**src/rtl/foodfight_input_cond_if.sv**
```systemverilog
// Signal bundle between the cabinet/auto-input side and the Food Fight input
// conditioner. The board side (master) drives the raw active-low switches and
// the auto strobes; the conditioner (slave) returns the clean levels, the
// shaped coin, the coin meter/counter and its coin FSM state for observation.
//
// There is no valid/ready handshake on this bundle: every signal is a level.
// The raw switches are asynchronous. The auto strobes are synchronous to
// clk6m. All outputs are registered in clk6m.
interface foodfight_input_cond_if;
  // raw cabinet switches, active low, asynchronous
  logic       coin_n;
  logic       start_n;
  logic       throw_n;
  // auto strobes from the reset/auto-input generator, active low, clk6m domain
  logic       auto_coin_n;
  logic       auto_start_n;
  logic       auto_throw_n;
  // conditioned outputs to the CPU input port
  logic       coin_n_o;
  logic       start_n_o;
  logic       throw_n_o;
  logic       coin_meter;
  logic [7:0] coin_count;
  // coin FSM state: 0 IDLE, 1 ACTIVE, 2 WAIT_REL, 3 LOCKOUT
  logic [1:0] coin_state;

  modport master (
    output coin_n, start_n, throw_n,
    output auto_coin_n, auto_start_n, auto_throw_n,
    input  coin_n_o, start_n_o, throw_n_o, coin_meter, coin_count, coin_state
  );

  modport slave (
    input  coin_n, start_n, throw_n,
    input  auto_coin_n, auto_start_n, auto_throw_n,
    output coin_n_o, start_n_o, throw_n_o, coin_meter, coin_count, coin_state
  );
endinterface

```
**src/rtl/foodfight_input_cond.sv**
```systemverilog
// Food Fight player-input conditioner (6 MHz pixel domain).
// Each raw switch is synchronized and debounced, then ANDed with its auto
// strobe (both active low). Start and throw are presented as registered
// levels. An accepted coin becomes a fixed-width low pulse, followed by a
// wait for release and a lockout gap, so a held coin counts exactly once.
module foodfight_input_cond #(
  parameter int DB_COUNT   = 60000,
  parameter int COIN_PULSE = 600000,
  parameter int COIN_GAP   = 300000
) (
  input  logic                 clk6m,
  input  logic                 reset,
  foodfight_input_cond_if.slave io
);

  // Channel indices into the per-switch vectors.
  localparam int CH_COIN  = 0;
  localparam int CH_START = 1;
  localparam int CH_THROW = 2;
  localparam int NCH      = 3;

  // Debounce counter only has to reach DB_COUNT-1.
  localparam int DB_W = (DB_COUNT > 2) ? $clog2(DB_COUNT) : 1;
  localparam logic [DB_W-1:0] DB_LAST = DB_W'(DB_COUNT - 1);

  // One coin timer serves both the pulse and the lockout gap.
  localparam int TMAX = (COIN_PULSE > COIN_GAP) ? COIN_PULSE : COIN_GAP;
  localparam int TW   = (TMAX > 2) ? $clog2(TMAX) : 1;
  localparam logic [TW-1:0] PULSE_LAST = TW'(COIN_PULSE - 1);
  localparam logic [TW-1:0] GAP_LAST   = TW'(COIN_GAP - 1);

  typedef enum logic [1:0] {
    IDLE     = 2'd0,
    ACTIVE   = 2'd1,
    WAIT_REL = 2'd2,
    LOCKOUT  = 2'd3
  } coin_state_t;

  logic [NCH-1:0]  raw;
  logic [NCH-1:0]  sync1;
  logic [NCH-1:0]  sync2;
  logic [NCH-1:0]  stable;
  logic [DB_W-1:0] db_cnt [NCH];

  logic eff_coin;
  logic eff_start;
  logic eff_throw;

  logic start_q;
  logic throw_q;

  coin_state_t     state;
  logic [TW-1:0]   timer;
  logic            coin_q;
  logic            meter_q;
  logic [7:0]      count_q;

  assign raw[CH_COIN]  = io.coin_n;
  assign raw[CH_START] = io.start_n;
  assign raw[CH_THROW] = io.throw_n;

  // Two-flop synchronizer for the asynchronous switches; idles at "released".
  always_ff @(posedge clk6m) begin
    if (reset) begin
      sync1 <= '1;
      sync2 <= '1;
    end else begin
      sync1 <= raw;
      sync2 <= sync1;
    end
  end

  // Debouncer: accept a new level only after DB_COUNT consecutive
  // mismatching cycles; any matching cycle restarts the count.
  always_ff @(posedge clk6m) begin
    if (reset) begin
      stable <= '1;
      for (int i = 0; i < NCH; i++) begin
        db_cnt[i] <= '0;
      end
    end else begin
      for (int i = 0; i < NCH; i++) begin
        if (sync2[i] == stable[i]) begin
          db_cnt[i] <= '0;
        end else if (db_cnt[i] == DB_LAST) begin
          stable[i] <= sync2[i];
          db_cnt[i] <= '0;
        end else begin
          db_cnt[i] <= db_cnt[i] + DB_W'(1);
        end
      end
    end
  end

  // Either source pulling low asserts the input; no arbitration is needed.
  assign eff_coin  = stable[CH_COIN]  & io.auto_coin_n;
  assign eff_start = stable[CH_START] & io.auto_start_n;
  assign eff_throw = stable[CH_THROW] & io.auto_throw_n;

  // Register start/throw so no input reaches an output combinationally.
  always_ff @(posedge clk6m) begin
    if (reset) begin
      start_q <= 1'b1;
      throw_q <= 1'b1;
    end else begin
      start_q <= eff_start;
      throw_q <= eff_throw;
    end
  end

  // Coin FSM: pulse for COIN_PULSE cycles, wait for release, then hold off
  // new coins for COIN_GAP cycles. The counter wraps naturally at 256.
  always_ff @(posedge clk6m) begin
    if (reset) begin
      state   <= IDLE;
      timer   <= '0;
      coin_q  <= 1'b1;
      meter_q <= 1'b0;
      count_q <= 8'd0;
    end else begin
      case (state)
        IDLE: begin
          if (!eff_coin) begin
            state   <= ACTIVE;
            timer   <= PULSE_LAST;
            coin_q  <= 1'b0;
            meter_q <= 1'b1;
            count_q <= count_q + 8'd1;
          end
        end
        ACTIVE: begin
          if (timer == '0) begin
            state   <= WAIT_REL;
            coin_q  <= 1'b1;
            meter_q <= 1'b0;
          end else begin
            timer <= timer - TW'(1);
          end
        end
        WAIT_REL: begin
          // A stuck switch or long strobe parks here until it lets go.
          if (eff_coin) begin
            state <= LOCKOUT;
            timer <= GAP_LAST;
          end
        end
        LOCKOUT: begin
          // Coin input is deliberately ignored in this state.
          if (timer == '0) begin
            state <= IDLE;
          end else begin
            timer <= timer - TW'(1);
          end
        end
        default: begin
          state <= IDLE;
        end
      endcase
    end
  end

  assign io.coin_n_o   = coin_q;
  assign io.start_n_o  = start_q;
  assign io.throw_n_o  = throw_q;
  assign io.coin_meter = meter_q;
  assign io.coin_count = count_q;
  assign io.coin_state = state;

endmodule

```
**src/flat_wrapper.sv**
```systemverilog
// flat-port wrapper written by rule: the top's interface ports become plain ports
module foodfight_input_cond_flat 
#(
  parameter int DB_COUNT   = 60000,
  parameter int COIN_PULSE = 600000,
  parameter int COIN_GAP   = 300000
)
  (clk6m, reset, io_coin_n, io_start_n, io_throw_n, io_auto_coin_n, io_auto_start_n, io_auto_throw_n, io_coin_n_o, io_start_n_o, io_throw_n_o, io_coin_meter, io_coin_count, io_coin_state);
  foodfight_input_cond_if io_i ();
  input  logic clk6m;
  input  logic reset;
  input wire logic [$bits(io_i.coin_n)-1:0] io_coin_n;
  input wire logic [$bits(io_i.start_n)-1:0] io_start_n;
  input wire logic [$bits(io_i.throw_n)-1:0] io_throw_n;
  input wire logic [$bits(io_i.auto_coin_n)-1:0] io_auto_coin_n;
  input wire logic [$bits(io_i.auto_start_n)-1:0] io_auto_start_n;
  input wire logic [$bits(io_i.auto_throw_n)-1:0] io_auto_throw_n;
  output wire logic [$bits(io_i.coin_n_o)-1:0] io_coin_n_o;
  output wire logic [$bits(io_i.start_n_o)-1:0] io_start_n_o;
  output wire logic [$bits(io_i.throw_n_o)-1:0] io_throw_n_o;
  output wire logic [$bits(io_i.coin_meter)-1:0] io_coin_meter;
  output wire logic [$bits(io_i.coin_count)-1:0] io_coin_count;
  output wire logic [$bits(io_i.coin_state)-1:0] io_coin_state;
  assign io_i.coin_n = io_coin_n;
  assign io_i.start_n = io_start_n;
  assign io_i.throw_n = io_throw_n;
  assign io_i.auto_coin_n = io_auto_coin_n;
  assign io_i.auto_start_n = io_auto_start_n;
  assign io_i.auto_throw_n = io_auto_throw_n;
  assign io_coin_n_o = io_i.coin_n_o;
  assign io_start_n_o = io_i.start_n_o;
  assign io_throw_n_o = io_i.throw_n_o;
  assign io_coin_meter = io_i.coin_meter;
  assign io_coin_count = io_i.coin_count;
  assign io_coin_state = io_i.coin_state;
  foodfight_input_cond #(.DB_COUNT(DB_COUNT), .COIN_PULSE(COIN_PULSE), .COIN_GAP(COIN_GAP)) u_core (.clk6m(clk6m), .reset(reset), .io(io_i));
endmodule
```
**config.mk**
```make
export PLATFORM = sky130hd
export DESIGN_NAME = foodfight_input_cond_flat
export DESIGN_NICKNAME = d
export VERILOG_FILES = /design/src/rtl/foodfight_input_cond_if.sv /design/src/rtl/foodfight_input_cond.sv /design/src/flat_wrapper.sv
export SDC_FILE = /design/constraint.sdc
export NUM_CORES = 1
export LEC_CHECK = 0
export ABC_AREA = 1
export CAP_MARGIN = 25
export CORE_MARGIN = 5
export CORE_UTILIZATION = 45
export DETAILED_ROUTE_END_ITERATION = 16
export SYNTH_ARGS = -nofsm -noshare
export SYNTH_HDL_FRONTEND = slang
export SYNTH_SLANG_ARGS = --single-unit
```
**constraint.sdc**
```tcl
create_clock -name clk6m -period 4.4 [get_ports clk6m]
set_clock_uncertainty 0.2 [all_clocks]
set_input_delay 0.44 -clock clk6m [delete_from_list [all_inputs] [get_ports clk6m]]
set_output_delay 0.44 -clock clk6m [all_outputs]
set_load 0.05 [all_outputs]
```
---- Yosys cells after proc, flatten, opt, wreduce, memory -nomap -nowiden ----
Memories as Yosys holds them, arrays and structs flattened.
Index checks and enable logic that the tools add are counted.
storage, ports and cells
  flip-flop bits (word level) ............. 43
  RAM bits ................................ 48
  input bits .............................. 8
  word-level logic and storage cells ...... 118
  memories ................................ 1
memories
  name           words  bits a word  read ports  clocked after memory_dff  wr ports  line                        source
  u_core.db_cnt  3      16           3           0                         3         foodfight_input_cond.sv:43  logic [DB_W-1:0] db_cnt [NCH];
operators by class
  add/subtract/negate cells ............... 5
  eq/ne operators ......................... 14
  multiplexer cells ....................... 59
  bitwise operators ....................... 16
  reductions and logical operators ........ 11
operators with widths
  operator                                                              number
  16-bit 2-to-1 mux                                                     9
  20-bit 2-to-1 mux                                                     3
  20-bit one-hot mux with 3 select lines                                1
  16-bit by 1-bit adder with 16-bit output, second input constant       3
  16-bit == test, second input constant                                 3
  1-bit 2-to-1 mux                                                      39
  20-bit zero test                                                      1
  20-bit by 1-bit subtractor with 20-bit output, second input constant  1
  1-bit OR                                                              9
  8-bit by 1-bit adder with 8-bit output, second input constant         1
  2-bit 2-to-1 mux                                                      4
  2-bit one-hot mux with 4 select lines                                 1
  2-bit AND reduction                                                   4
  2-bit by 1-bit != test with 1-bit output, second input constant       3
  3-bit AND reduction                                                   2
  2-bit == test, second input constant                                  2
  2-bit != test, second input constant                                  2
  1-bit NOT                                                             4
  1-bit one-hot mux with 2 select lines                                 2
  4-bit AND reduction                                                   1
  1-bit AND                                                             3
  1-bit == test                                                         3
  2-bit by 1-bit == test with 1-bit output, second input constant       1
  2-bit zero test                                                       1
  other kinds (2)                                                       2

---- Depth between registers and ports, before layout ----
  depth after elaboration ................. 7
  gate-level depth with buffers ........... 12
  gate-level depth less buffers ........... 12

---- Worst setup path after synthesis ----
OpenSTA, ideal clock, no wires.
  path kind ............................... reg-to-reg
  start ................................... reg u_core.state[0], in the netlist u_core.io.coin_state[0]
  end ..................................... reg u_core.timer[14]
  arrival time ............................ 2.183 ns
  setup slack ............................. 1.949 ns
  stages on the path, launching flop included .. 11
  path buffers ............................ 1
  period minus slack after synthesis ...... 2.451 ns
  cell sequence ........................... dfxtp_1 > clkinv_1 > ha_1 > nand2_1 > nand2_1 > inv_1 > nand2_8 > inv_4 > buf_6 > nand3_1 > a21oi_2
between the ends
  longest elaborated chain between the ends .. 4
  elaborated cells between the ends (all ways) .. 10
  classes of those cells .................. eq/ne (6); mux (1); reduce/logical (3)
ends and longest elaborated chain
  what                                                                              line                         source
  start, declared                                                                   foodfight_input_cond.sv:52   coin_state_t state;
  start signal, assigned                                                            foodfight_input_cond.sv:115  state <= IDLE;
  start signal, assigned                                                            foodfight_input_cond.sv:124  state <= ACTIVE;
  start signal, assigned                                                            foodfight_input_cond.sv:133  state <= WAIT_REL;
  2-bit by 1-bit == test with 1-bit output / 2-bit == test (equally long branches)  foodfight_input_cond.sv:121  case (state)
  2-bit OR reduction (no line)                                                      -
  2-bit != test (no line)                                                           -
  3-bit AND reduction (no line)                                                     -
  end signal, assigned                                                              foodfight_input_cond.sv:137  timer <= timer - TW'(1);
  end signal, assigned                                                              foodfight_input_cond.sv:152  timer <= timer - TW'(1);
  end, declared                                                                     foodfight_input_cond.sv:53   logic [TW-1:0] timer;
Parallel ways exist; a longest one is shown, timed or not.
A chain may end at the register's enable or synchronous reset.

---- Worst setup path in the final report ----
  start ................................... reg u_core.state[0], in the netlist u_core.io.coin_state[0]
  end ..................................... reg u_core.timer[10]
Same word-level chain as after synthesis.

==> impl_results.rst <==
.. list-table::
   :header-rows: 1

   * - Metric
     - Value
   * - Most numerous cell in the Yosys netlist
     - sky130_fd_sc_hd__nand2_1
   * - Critical Path Sink Type
     - flip-flop
   * - Area share of and/or/nand/nor cells after synthesis
     - 0.329
   * - Cell with the most instances on the worst path
     - sky130_fd_sc_hd__nor2_1
   * - Worst-path maximum fanout
     - 18
   * - Final HPWL from detailed placement
     - ~8100 µm
   * - Initial DRT Pass Iterations
     - 5
   * - Chip width
     - between 100 and 150 µm
   * - Pin count of the biggest net entering global routing
     - 26
   * - Commonest cells in the synthesized netlist
     - sky130_fd_sc_hd__nand2_1 (145), sky130_fd_sc_hd__nor2_1 (129), sky130_fd_sc_hd__inv_1 (85)
   * - Combinational family with the most area after synthesis
     - simple AND/OR/NAND/NOR gates
   * - Distinct cell type count of the synthesized netlist
     - 43
   * - Insertion delay to the later sink of the worst-skew pair
     - 0.34 ns
   * - Clock Root Buffer
     - sky130_fd_sc_hd__clkbuf_16
   * - Sequential-to-total area share from yosys stat
     - 0.449
   * - Routed vias
     - around 4400
   * - Syn-to-layout area delta
     - 16.1%
   * - Largest stage delay, worst path
     - 0.70 ns
   * - Top cells by area in the synthesized netlist
     - sky130_fd_sc_hd__edfxtp_1 (28%), sky130_fd_sc_hd__dfxtp_1 (17%), sky130_fd_sc_hd__nand2_1 (11%)
   * - Count of final setup violators
     - 0
   * - Routing layer with the top usage in global route
     - met2
   * - Cell Count, Final, Fillers Out
     - roughly 900
   * - Worst-Margin Slew
     - 0.597 ns
   * - Power Dens Cells
     - ~510 nW/µm²
   * - Routability congestion estimate
     - 0.835
   * - FF+latch count, synth
     - 91
   * - Final Routed Wirelength
     - between 10000 and 15000 µm
   * - Number of I/O port buffers
     - 21
   * - Number of placed instances, taps included
     - 885
   * - Gate count after technology mapping
     - around 700
   * - Total buffers and inverters traversed by the critical path
     - 3
   * - Period Utilization, post-route
     - 0.629
   * - Area of the die
     - 13600 µm²
   * - Mapped cell area
     - ~5100 µm²
   * - Largest delay contributor family on the critical path
     - buffers and inverters
   * - Depth of the CTS H-tree
     - 3
   * - Mux share of post-synthesis cell area
     - 0
   * - Master of the slowest instance on the critical path
     - sky130_fd_sc_hd__dfxtp_1
   * - Final antenna diode count
     - 0
   * - Number of setup buffers added after CTS
     - 0
   * - Total count of max-transition violations in the final report
     - 0
   * - WP data required
     - about 4.4 ns
   * - Worst Path Class, Setup
     - reg2reg
   * - Synth Area in Compound Gates
     - 0.0927
   * - DRC viols
     - 0
   * - Setup TNS
     - 0 ns
   * - Cell taking the most area after synthesis
     - sky130_fd_sc_hd__edfxtp_1
   * - Sinks on the clock net
     - a little over 90
   * - Post-CTS sizing
     - 0
   * - Met2 track demand over resource in global routing
     - 0.305
   * - Yosys warns
     - 0
   * - Primary flip-flop cell chosen by synthesis mapping
     - sky130_fd_sc_hd__edfxtp_1
   * - Count of hold buffers inserted by post-cts repair
     - 0
   * - Relative slew slack
     - 0.602
   * - EDFF count, synth
     - 48
   * - Outcome
     - completed
   * - Power, Total
     - 3.03 mW
   * - Share of the synthesized netlist area taken by xor and xnor gates
     - 0.0256
   * - Leakage power of the design
     - 2.52 nW
   * - GR Util All Layers
     - 0.176
   * - Number of placed I/O pins
     - 22
   * - Vias in the first global route
     - between 4000 and 5000
   * - Critical path, cell by cell
     - clkinv_1 > ha_1 > nand2_1 > nand2_1 > inv_1 > nand2_8 > inv_4 > nor2_1 > nor2_1 > nor2_1
   * - Syn avg cell area
     - 7.52 µm²
   * - Total core area
     - around 11000 µm²
   * - Starting utilization of the core area
     - 0.455
   * - Antenna violations before repair
     - 0
   * - Portion of synthesized cell area occupied by the leading cell type
     - 0.281
   * - Mean routed wirelength per cell
     - 12.1 µm
   * - Max Fclk
     - 361 MHz
   * - Via density per instance
     - ~4.9
   * - Share of synthesized registers carrying an async set or reset
     - 0
   * - Max-cap check violation count
     - 0
   * - Clock-pin slew of the registers on the worst-case setup and hold paths
     - 0.06 ns
   * - Maximum ir drop on the vdd rail
     - approximately 280 µV
   * - Initial detailed-routing violation count
     - 350
   * - Global Route met1 Usage
     - 0.217
   * - Final count of hold timing violations
     - 0
   * - Global Route met3 Usage
     - 0.0394
   * - Share of layout cells above drive strength 1
     - 0.0673
   * - Clock period minus worst slack
     - 2.77 ns
   * - Cts bufs inserted
     - 9
   * - Nature of the critical path startpoint
     - flip-flop
   * - Wire length of the first global-routing pass
     - 19200 µm
   * - Gr ovfl total
     - 0
   * - Die outline height
     - about 120 µm
   * - Unrepaired setup endpoints after global routing
     - false
   * - Nets@finish
     - around 770
   * - Remaining antenna violation count
     - 0
   * - Max clock buf depth
     - 2
   * - Class of the most critical hold timing path
     - reg2reg
   * - Standard-cell rows
     - 39
   * - TritonCTS clock tree
     - built
   * - Data arrival time of the worst path
     - 2.80 ns
   * - Adder and majority gate portion of the synthesized area
     - 0.0244
final timing paths:
kind	from	to	slack, ns	cells after the start
setup reg to reg	u_core.io.coin_state[0]	u_core.timer[10]	1.63	10
hold / removal	u_core.sync1[1]	u_core.sync2[1]	0.21	1
hold reg to reg	u_core.sync1[1]	u_core.sync2[1]	0.21	1
setup / recovery	u_core.io.coin_state[0]	u_core.timer[10]	1.63	10
report_power, final:
part	switching [mW]	internal, mW	total (mW)
combinational	0.730	0.331	1.06
clock	0.323	0.497	0.820
sequential	0.142	1.01	1.15
per-stage QoR:
| stage | hold slack, ns | utilization | instance area, µm² | setup WS [ns] |
|---|---|---|---|---|
| 2_1_floorplan | 0.189 | - | 5310 | 1.95 |
| 3_3_place_gp | 0.194 | 0.501 | 5650 | 1.64 |
| 3_5_place_dp | 0.196 | 0.501 | 5650 | 1.52 |
| 4_1_cts | 0.211 | 0.528 | 5950 | 1.63 |
| 5_1_grt | 0.238 | 0.528 | 5950 | 1.39 |
| 6_report | 0.206 | 0.528 | 5950 | 1.63 |
registers in the layout, summed over array words and instances (netlist names), 2 cells and up:
name	flops
u_core.db_cnt	48
u_core.sync1	3
u_core.sync2	3
u_core.io.coin_state	2
u_core.timer	20
u_core.stable	3
u_core.io.coin_count	8
area by class of cell:
type                       instances  area (µm²)
clock inverter                     5        76.3
inverter                          92         348
timing repair buffer              22         218
tap                              143         179
multi-input combinational        537        2600
clock buffer                      11         233
fill                            1111        5320
sequential                        91        2300
layout by cell type (no fill, tap or decap), drive strengths merged:
cell	n
nand2	147
a41oi	1
nor4	2
xnor2	2
buf	1
nand4	13
bufinv	2
a31oi	1
nor3b	3
xor2	13
clkinv	4
a21oi	39
nor2	139
ha	10
conb	48
or2	9
o21bai	3
o21ai	41
o211ai	1
dfxtp	43
o21a	1
nand3	42
edfxtp	48
clkbuf	11
clkdlybuf4s50	21
nand3b	1
nor3	21
inv	91
layer usage:
| layer | vias to the layer above | share of wire |
|---|---|---|
| li1 | 2313 | - |
| met1 | 2021 | 0.47 |
| met2 | 70 | 0.48 |
| met3 | 14 | 0.042 |
| met4 | 0 | 0.015 |
| met5 | - | 0 |
kinds of logic (layout without fill, tap and decap cells):
logic type / after synthesis / in the layout
buffers and inverters: 101 / 130
adder cells (fa/ha/maj): 10 / 10
other: 1 / 48
XOR/XNOR: 15 / 15
flip-flops: 91 / 91
AND/OR/NAND/NOR: 377 / 377
AO/OA/AOI/OAI: 87 / 87
No activity file was read; power rests on OpenSTA's default activity.
